**src/rtl/blink_round_ctrl.sv**
```systemverilog
// Round sequencer for the Blink reaction game: random delay, lit target LED,
// shrinking response window, saturating hit score and a sticky loss flag.
module blink_round_ctrl #(
    parameter int TICK_DIV    = 100000,
    parameter int MIN_DELAY   = 500,
    parameter int DELAY_SCALE = 8,
    parameter int WINDOW_INIT = 1000,
    parameter int WINDOW_STEP = 50,
    parameter int WINDOW_MIN  = 200
) (
    input  logic       clk,
    input  logic       reset,
    input  logic       enable,
    input  logic [3:0] btn,
    output logic [3:0] led,
    output logic [3:0] score,
    output logic       lose,
    output logic       round_active,
    output logic [2:0] state_dbg_o
);

    typedef enum logic [2:0] {
        S_IDLE = 3'd0,
        S_WAIT = 3'd1,
        S_LIT  = 3'd2,
        S_HIT  = 3'd3,
        S_LOSE = 3'd4
    } state_e;

    localparam int PRESC_W = (TICK_DIV > 1) ? $clog2(TICK_DIV) : 1;
    localparam logic [PRESC_W-1:0] PRESC_MAX = PRESC_W'(TICK_DIV - 1);
    localparam logic [15:0] WIN_SHRINK_MIN = 16'(WINDOW_MIN + WINDOW_STEP);

    if (TICK_DIV < 1 || MIN_DELAY + 63 * DELAY_SCALE > 65535 || WINDOW_INIT > 65535 ||
        WINDOW_MIN + WINDOW_STEP > 65535 || WINDOW_MIN > WINDOW_INIT) begin : g_param_check
        $error("blink_round_ctrl: timer parameters do not fit in 16 bits");
    end

    state_e             state_q, state_d;
    logic [PRESC_W-1:0] presc_q, presc_d;
    logic [7:0]         lfsr_q, lfsr_d;
    logic [3:0]         btn_q;
    logic [3:0]         target_q, target_d;
    logic [15:0]        timer_q, timer_d;
    logic [15:0]        window_q, window_d;
    logic [3:0]         score_q, score_d;
    logic [3:0]         led_q, led_d;
    logic               lose_q, lose_d;
    logic               active_q, active_d;

    logic               tick;
    logic               expire;
    logic [3:0]         press;
    logic [3:0]         next_target;
    logic [15:0]        delay_val;
    logic [15:0]        window_dec;

    assign tick        = (presc_q == PRESC_MAX);
    assign presc_d     = tick ? '0 : presc_q + 1'b1;
    assign lfsr_d      = {lfsr_q[6:0], lfsr_q[7] ^ lfsr_q[5] ^ lfsr_q[4] ^ lfsr_q[3]};
    assign press       = btn & ~btn_q;
    assign expire      = tick && (timer_q == 16'd0);
    assign next_target = 4'b0001 << lfsr_q[1:0];
    assign delay_val   = 16'(MIN_DELAY) + 16'(lfsr_q[7:2]) * 16'(DELAY_SCALE);
    assign window_dec  = (window_q >= WIN_SHRINK_MIN) ? window_q - 16'(WINDOW_STEP)
                                                      : 16'(WINDOW_MIN);

    always_comb begin
        state_d  = state_q;
        timer_d  = timer_q;
        target_d = target_q;
        window_d = window_q;
        score_d  = score_q;
        if ((state_q == S_WAIT || state_q == S_LIT) && tick && timer_q != 16'd0) begin
            timer_d = timer_q - 1'b1;
        end
        // enable low outranks presses and expiry; the checks below are in priority order
        case (state_q)
            S_IDLE: begin
                if (enable && !lose_q) begin
                    state_d  = S_WAIT;
                    timer_d  = delay_val;
                    target_d = next_target;
                end
            end
            S_WAIT: begin
                if (!enable) begin
                    state_d = S_IDLE;
                end else if (press != 4'b0) begin
                    state_d = S_LOSE;
                end else if (expire) begin
                    state_d = S_LIT;
                    timer_d = window_q;
                end
            end
            S_LIT: begin
                if (!enable) begin
                    state_d = S_IDLE;
                end else if (press != 4'b0) begin
                    state_d = (press == target_q) ? S_HIT : S_LOSE;
                end else if (expire) begin
                    state_d = S_LOSE;
                end
            end
            S_HIT: begin
                score_d  = (score_q == 4'hF) ? score_q : score_q + 1'b1;
                window_d = window_dec;
                if (!enable) begin
                    state_d = S_IDLE;
                end else begin
                    state_d  = S_WAIT;
                    timer_d  = delay_val;
                    target_d = next_target;
                end
            end
            S_LOSE: begin
                state_d = S_LOSE;
            end
            default: begin
                state_d = S_IDLE;
            end
        endcase
    end

    // outputs are registered from the next state so they line up with state_q
    assign led_d    = (state_d == S_LIT) ? target_d : 4'b0;
    assign lose_d   = lose_q | (state_d == S_LOSE);
    assign active_d = (state_d == S_WAIT) || (state_d == S_LIT);

    always_ff @(posedge clk or posedge reset) begin
        if (reset) begin
            state_q  <= S_IDLE;
            presc_q  <= '0;
            lfsr_q   <= 8'hA5;
            btn_q    <= 4'b0;
            target_q <= 4'b0;
            timer_q  <= 16'd0;
            window_q <= 16'(WINDOW_INIT);
            score_q  <= 4'd0;
            led_q    <= 4'b0;
            lose_q   <= 1'b0;
            active_q <= 1'b0;
        end else begin
            state_q  <= state_d;
            presc_q  <= presc_d;
            lfsr_q   <= lfsr_d;
            btn_q    <= btn;
            target_q <= target_d;
            timer_q  <= timer_d;
            window_q <= window_d;
            score_q  <= score_d;
            led_q    <= led_d;
            lose_q   <= lose_d;
            active_q <= active_d;
        end
    end

    assign led          = led_q;
    assign score        = score_q;
    assign lose         = lose_q;
    assign round_active = active_q;
    assign state_dbg_o  = state_q;

endmodule
```
**config.mk**
```make
export PLATFORM = sky130hd
export DESIGN_NAME = blink_round_ctrl
export DESIGN_NICKNAME = d
export VERILOG_FILES = /design/src/rtl/blink_round_ctrl.sv
export SDC_FILE = /design/constraint.sdc
export NUM_CORES = 1
export LEC_CHECK = 0
export BUFFER_PORTS_ARGS = -buffer_cell sky130_fd_sc_hd__buf_2
export CORE_ASPECT_RATIO = 0.75
export CORE_UTILIZATION = 30
export CTS_CLUSTER_SIZE = 8
export DETAILED_ROUTE_END_ITERATION = 12
export PLACE_DENSITY_LB_ADDON = 0.15
export SLEW_MARGIN = 20
export SYNTH_ARGS = -nofsm -noshare
export SYNTH_HDL_FRONTEND = slang
export SYNTH_SLANG_ARGS = --single-unit
```
**constraint.sdc**
```tcl
create_clock -name clk -period 2.8 [get_ports clk]
set_input_delay 0.7 -clock clk [delete_from_list [all_inputs] [get_ports clk]]
set_output_delay 0.7 -clock clk [all_outputs]
set_load 0.05 [all_outputs]
```
Word-level counts from Yosys, hierarchy flattened

Cells that the tools add are included.

Register bits: 78
Bits of input ports: 7
Output and inout bits: 13
Word-level logic and storage cells: 70

$add $sub $neg: 5
Order comparisons: 1
Equal/unequal tests: 10
Shift-type cells: 1
Multiplexer cells: 23
Bitwise operators: 7
Reductions and logical operators: 12

Operators by type and width:

| cell                                                 | count |
|---|---|
| two-way mux 16 bit                                   | 7 |
| one-hot mux 16 bit (3 select lines)                  | 1 |
| two-way mux 3 bit                                    | 8 |
| adder 17 x 1 -> 17 bit, second input constant        | 1 |
| == test 17 bit, second input constant                | 1 |
| two-way mux 17 bit                                   | 1 |
| >= comparator 16 x 8 -> 1 bit, second input constant | 1 |
| logical NOT 16 bit                                   | 1 |
| nonzero test 16 bit                                  | 1 |
| subtractor 16 x 1 -> 16 bit, second input constant   | 1 |
| subtractor 16 x 6 -> 16 bit, second input constant   | 1 |
| one-hot mux 3 bit (5 select lines)                   | 1 |
| two-way mux 4 bit                                    | 3 |
| adder 9 x 9 -> 10 bit, first input constant          | 1 |
| == test 3 x 2 -> 1 bit, second input constant        | 3 |
| one-hot mux 4 bit (2 select lines)                   | 1 |
| == test 3 x 1 -> 1 bit, second input constant        | 2 |
| == test 3 bit, second input constant                 | 2 |
| adder 4 x 1 -> 4 bit, second input constant          | 1 |
| AND 4 bit                                            | 1 |
| == test 4 bit                                        | 1 |
| == test 4 bit, second input constant                 | 1 |
| logical AND 1 bit                                    | 4 |
| inverter 4 bit                                       | 1 |
| other kinds (10)                                     | 13 |

Logic depth before layout (Yosys ltp)

Depth in word-level cells: 9
Gate-level depth with buffers: 9
Gate-level depth less buffers: 8

Worst setup path after synthesis

No wires, ideal clock.

Kind: input-to-reg
Start point: input btn[1]
End point: register led_q[0], in the netlist led[0]
Setup time: 66 ps
Arrival: 2129 ps
Required time: 2734 ps
Setup slack: 605 ps
Stages: 6
Path buffers: 1
Path through: nor2b_1 -> or4_1 -> buf_2 -> o32ai_1 -> and3_1 -> and2_1

Cells in the longest elaborated chain, start to end: 8
Elaborated cells on any way between the ends: 11
Those cells by class: eq/ne (2); mux (7); bitwise (1); reduce/logical (1)

RTL lines:

| what                                   | RTL line | text |
|---|---|---|
| start: declaration                     | 14       | `input logic [3:0] btn,` |
| AND 4 bit (*)                          | 61       | `assign press = btn & ~btn_q;` |
| == test 4 bit                          | 100      | `state_d = (press == target_q) ? S_HIT : S_LOSE;` |
| two-way mux 3 bit                      | 100      |  |
| two-way mux 3 bit                      | 99       | `end else if (press != 4'b0) begin` |
| two-way mux 3 bit                      | 97       | `if (!enable) begin` |
| one-hot mux 3 bit (5 select lines) (*) | 78       | `case (state_q)` |
| == test 3 x 2 -> 1 bit (*)             | 126      | `assign led_d = (state_d == S_LIT) ? target_d : 4'b0;` |
| two-way mux 4 bit (*)                  | 126      |  |
| named net led_d[0]                     | 47       | `logic [3:0] led_q, led_d;` |
| end signal: assignment                 | 152      | `led_q <= led_d;` |
| end: declaration                       | 47       |  |

Mark *: on every way through the listed nets, which the timed path passes. The rest lies on a longest branch.
A chain may end at the register's enable or synchronous reset.

Final worst setup path

Start point: register presc_q[0]
End point: register timer_q[7]

Cells in the longest elaborated chain, start to end: 8
Elaborated cells on any way between the ends: 11
Those cells by class: eq/ne (1); mux (7); reduce/logical (3)

RTL lines:

| what                                    | RTL line | text |
|---|---|---|
| start: declaration                      | 40       | `logic [PRESC_W-1:0] presc_q, presc_d;` |
| start signal: assignment                | 145      | `presc_q <= presc_d;` |
| == test 17 bit (*)                      | 58       | `assign tick = (presc_q == PRESC_MAX);` |
| logical AND 1 bit (2 in a row)          | 74       | `if ((state_q == S_WAIT \|\| state_q == S_LIT) && tick && timer_q != 16'd0) begin` |
| two-way mux 16 bit                      | 74       |  |
| two-way mux 16 bit                      | 91       | `end else if (expire) begin` |
| two-way mux 16 bit                      | 89       | `end else if (press != 4'b0) begin` |
| two-way mux 16 bit                      | 87       | `if (!enable) begin` |
| one-hot mux 16 bit (3 select lines) (*) | 78       |  |
| named net timer_d[7]                    | 44       | `logic [15:0] timer_q, timer_d;` |
| end signal: assignment                  | 149      | `timer_q <= timer_d;` |
| end: declaration                        | 44       |  |

Marked as above.

==> summary.txt <==
Timing
  • Post-Route Setup TNS: 0 ps
  • Pins Over Slew Limit: 0
  • Max_slew headroom: 53.4%
  • Final min period: 2250 ps
  • RSZ-0062 raised after global routing: no
  • Final setup viols: 0
  • Fmax: 0.444 GHz
  • Final clock skew: 7.77 ps
  • Final hold violations: 0
  • Final worst path period share: 80.5%
  • Worst Tran Pin Value: 692 ps

Die
  • # IOs: 20
  • Die width: 133 um
  • Die Y: 100 um
  • Initial Utilization: 31.1%
  • Die area: 13400 um^2
  • Row count: 35
  • Core Region: 12400 um^2

Route
  • Routed vias: 2772
  • DRT iter0 DRCs: 132
  • Drt wl/cell: 14.3 um
  • DRT Wirelength: 8290 um
  • Antenna Nets Post-Route: 0
  • # DRC: 0
  • Via density per instance: 4.78
  • 1st-pass router iterations: 4

Outcome
  • Outcome: completed

Pwr
  • Combinational share of power: 14.0%
  • Switch share: 27.1%
  • Sequential power share: 44.7%
  • Worst VDD drop: 364 uV
  • P_sw: 0.837 mW
  • Pwr per Cell Area: 682 nW/um^2
  • Pleak: 1.92 nW
  • Internal power: 2.25 mW
  • Clock Power Share: 41.2%

Synthesis
  • Library cells used by synthesis: 61
  • Post-synthesis mux area share: 0.840%
  • Syn avg cell area: 10.2 um^2
  • Compound-Gate Fraction of Synth Area: 10.5%
  • Async SR Flop Fraction: 100%
  • Syn nets: 392
  • Mapped Cells: 380
  • Post-synthesis simple-gate area fraction: 24.1%
  • Post-synth top area cell: dfrtp_1
  • Top post-synthesis cells by area: dfrtp_1 43%, dfstp_2 6.8%, xnor2_1 6.3%
  • Yosys warning total: 0
  • Synth Cell Area: 3870 um^2
  • Top FF cell, synth: dfrtp_1
  • Xor and xnor area share after synthesis: 10.4%
  • Post-synth EDFFs: 0
  • Main combinational cell family by area after synthesis: simple AND/OR/NAND/NOR gates
  • Flop and latch count out of synthesis: 77
  • Yosys top cell area share: 43.3%
  • Sequential share of the synthesized area: 50.1%
  • Adder-cell share of the synthesized area: 1.62%

Setup path
  • Critical Path AT: 2460 ps
  • FF-to-FF setup slack: 550 ps
  • R2r endpoint: timer_q[7]
  • CP endpoint kind: register
  • Cell family with most CP delay: simple AND/OR/NAND/NOR gates
  • CP max stage delay: 400 ps
  • Crit Reg-Reg Startpoint: presc_q[0]
  • Critical Setup Path Class: reg2reg
  • Crit-path slowest cell: and3_1
  • CP max FO: 9
  • Reg2Reg Depth: 7
  • Startpoint type of the worst setup path: register
  • CP Cell Sequence: ha_1 -> and4_1 -> and4_2 -> and3_1 -> nand4b_1 -> xor2_1 -> o22ai_1
  • WP data required: 3000 ps
  • WP buf/inv: 0

Cells and area
  • Multi-input combinational cell area: 1840 um^2
  • Commonest non-fill, non-tap cell in the layout: dfrtp_1
  • Commonest cells after routing, fill and taps aside: 67 x dfrtp_1, 36 x nor2_1, 31 x nand2_1
  • Layout cells sized above 1: 16.9%
  • Fill cells: 1295
  • FF+latch area: 1940 um^2
  • Fin nets: 421
  • Post-layout util: 36.4%
  • Antenna cells: 0
  • Post-synthesis to final-layout area growth: 17.1%

Place
  • Number of port buffers: 19
  • Gpl congestion: 0.784
  • Hpwl dp: 5960 um

Clocking
  • Resized cells post-CTS: 0
  • CTS max path bufs: 2
  • CTS Hold Buffers Added: 0
  • # Post-CTS Setup Buffers: 0
  • Clk root buf: clkbuf_16
  • CTS buffer count: 9
  • Clock-pin transition on the worst setup and hold timing paths: 60 ps
  • Clock latency at the later pin of the worst-skew pair: 340 ps
  • CTS H-Tree Depth: 3
  • CTS tree: done
  • Sink Count: 77

GRT
  • Initial antenna violation count: 0
  • Total GRT Usage: 13.9%
  • Global-route wire length before repair: 14300 um
  • Total congestion overflow: 0
  • Vias in the first global route: 2701
  • Largest net degree at the start of global routing: 37

Run
  • MaxCap Viol Count: 0

Min path
  • Hold Crit Class: in2async
-- flip-flops by register name, summed over array words and instances (netlist names) --
signal        flops
btn_q             4
led               4
lfsr_q            8
lose              1
presc_q          17
round_active      1
score             4
state_dbg_o       3
target_q          4
timer_q          16
window_q         15
-- layer usage --
metal	global-route usage, %	up-vias	part of all wire, %
met4	4.98	0	1.4
met3	3.94	12	3.3
met2	19.0	35	41
met1	20.6	1328	55
li1	-	1397	-
met5	0	-	0
-- per-stage QoR --
stage / std cells / hold slack (ps) / area, um^2 / total power [mW] / setup slack (ps)
2_1_floorplan: 380 / 389 / 3870 / 1.70 / 150
3_3_place_gp: 564 / 402 / 4210 / 1.83 / 316
3_5_place_dp: 564 / 396 / 4210 / 1.84 / 272
4_1_cts: 580 / 390 / 4530 / 3.13 / 547
5_1_grt: 580 / 407 / 4530 / 3.25 / 345
6_report: 580 / 375 / 4530 / 3.09 / 546
-- final cells by class --
cell class | count | area share (%)
flip-flops and latches | 77 | 42.8
repair buffers | 27 | 3.70
inverters | 14 | 1.19
multi-input cells | 280 | 40.5
clock buffers | 13 | 5.74
clock inverters | 3 | 1.49
well taps | 166 | 4.58
-- worst max-delay path by stage --
stage                     depth (start not counted)  startpoint  slack, ps          end
after floorplan                                   1       reset        150     btn_q[0]
after global placement                            6      btn[1]        320       led[3]
after detailed placement                          6      btn[1]        270       led[1]
after CTS                                         7  presc_q[0]        550  timer_q[12]
after global routing                              7  presc_q[0]        350   timer_q[5]
final                                             7  presc_q[0]        550   timer_q[7]
-- synth_stat cells, drive strengths merged, types with 2 or more instances --
| cell | n |
|---|---|
| nand2b | 9 |
| buf | 6 |
| mux2 | 2 |
| nor3 | 13 |
| o22ai | 6 |
| xor2 | 18 |
| o21ai | 27 |
| o31ai | 5 |
| or2 | 2 |
| nor4 | 10 |
| inv | 14 |
| ha | 5 |
| or3 | 3 |
| nand2 | 32 |
| and4 | 3 |
| o32ai | 2 |
| nand4 | 9 |
| nand3 | 12 |
| clkbuf | 3 |
| a211oi | 3 |
| nor4b | 3 |
| and3 | 4 |
| nor2b | 8 |
| and2 | 5 |
| a22oi | 5 |
| or4 | 3 |
| nand3b | 2 |
| dfstp | 10 |
| dfrtp | 67 |
| nor2 | 37 |
| a21boi | 2 |
| a21oi | 10 |
| xnor2 | 28 |
| nor4bb | 2 |
-- power groups by stage --
stage / logic, mW / clock network, mW / registers, mW
final: 0.434 / 1.27 / 1.38
after global routing: 0.496 / 1.35 / 1.40
after CTS: 0.439 / 1.31 / 1.38
after detailed placement: 0.437 / 0 / 1.40
after global placement: 0.431 / 0 / 1.40
after floorplan: 0.321 / 0 / 1.38
-- kinds of logic (layout without fill, tap and decap cells) --
family	count (synthesis)	in the layout
buffers and inverters	23	57
flip-flops	77	77
XOR/XNOR	46	46
adder cells (fa/ha/maj)	5	5
AND/OR/NAND/NOR	160	160
multiplexers	3	3
AO/OA/AOI/OAI	66	66
Note: power is estimated with default switching activity, not from simulation.
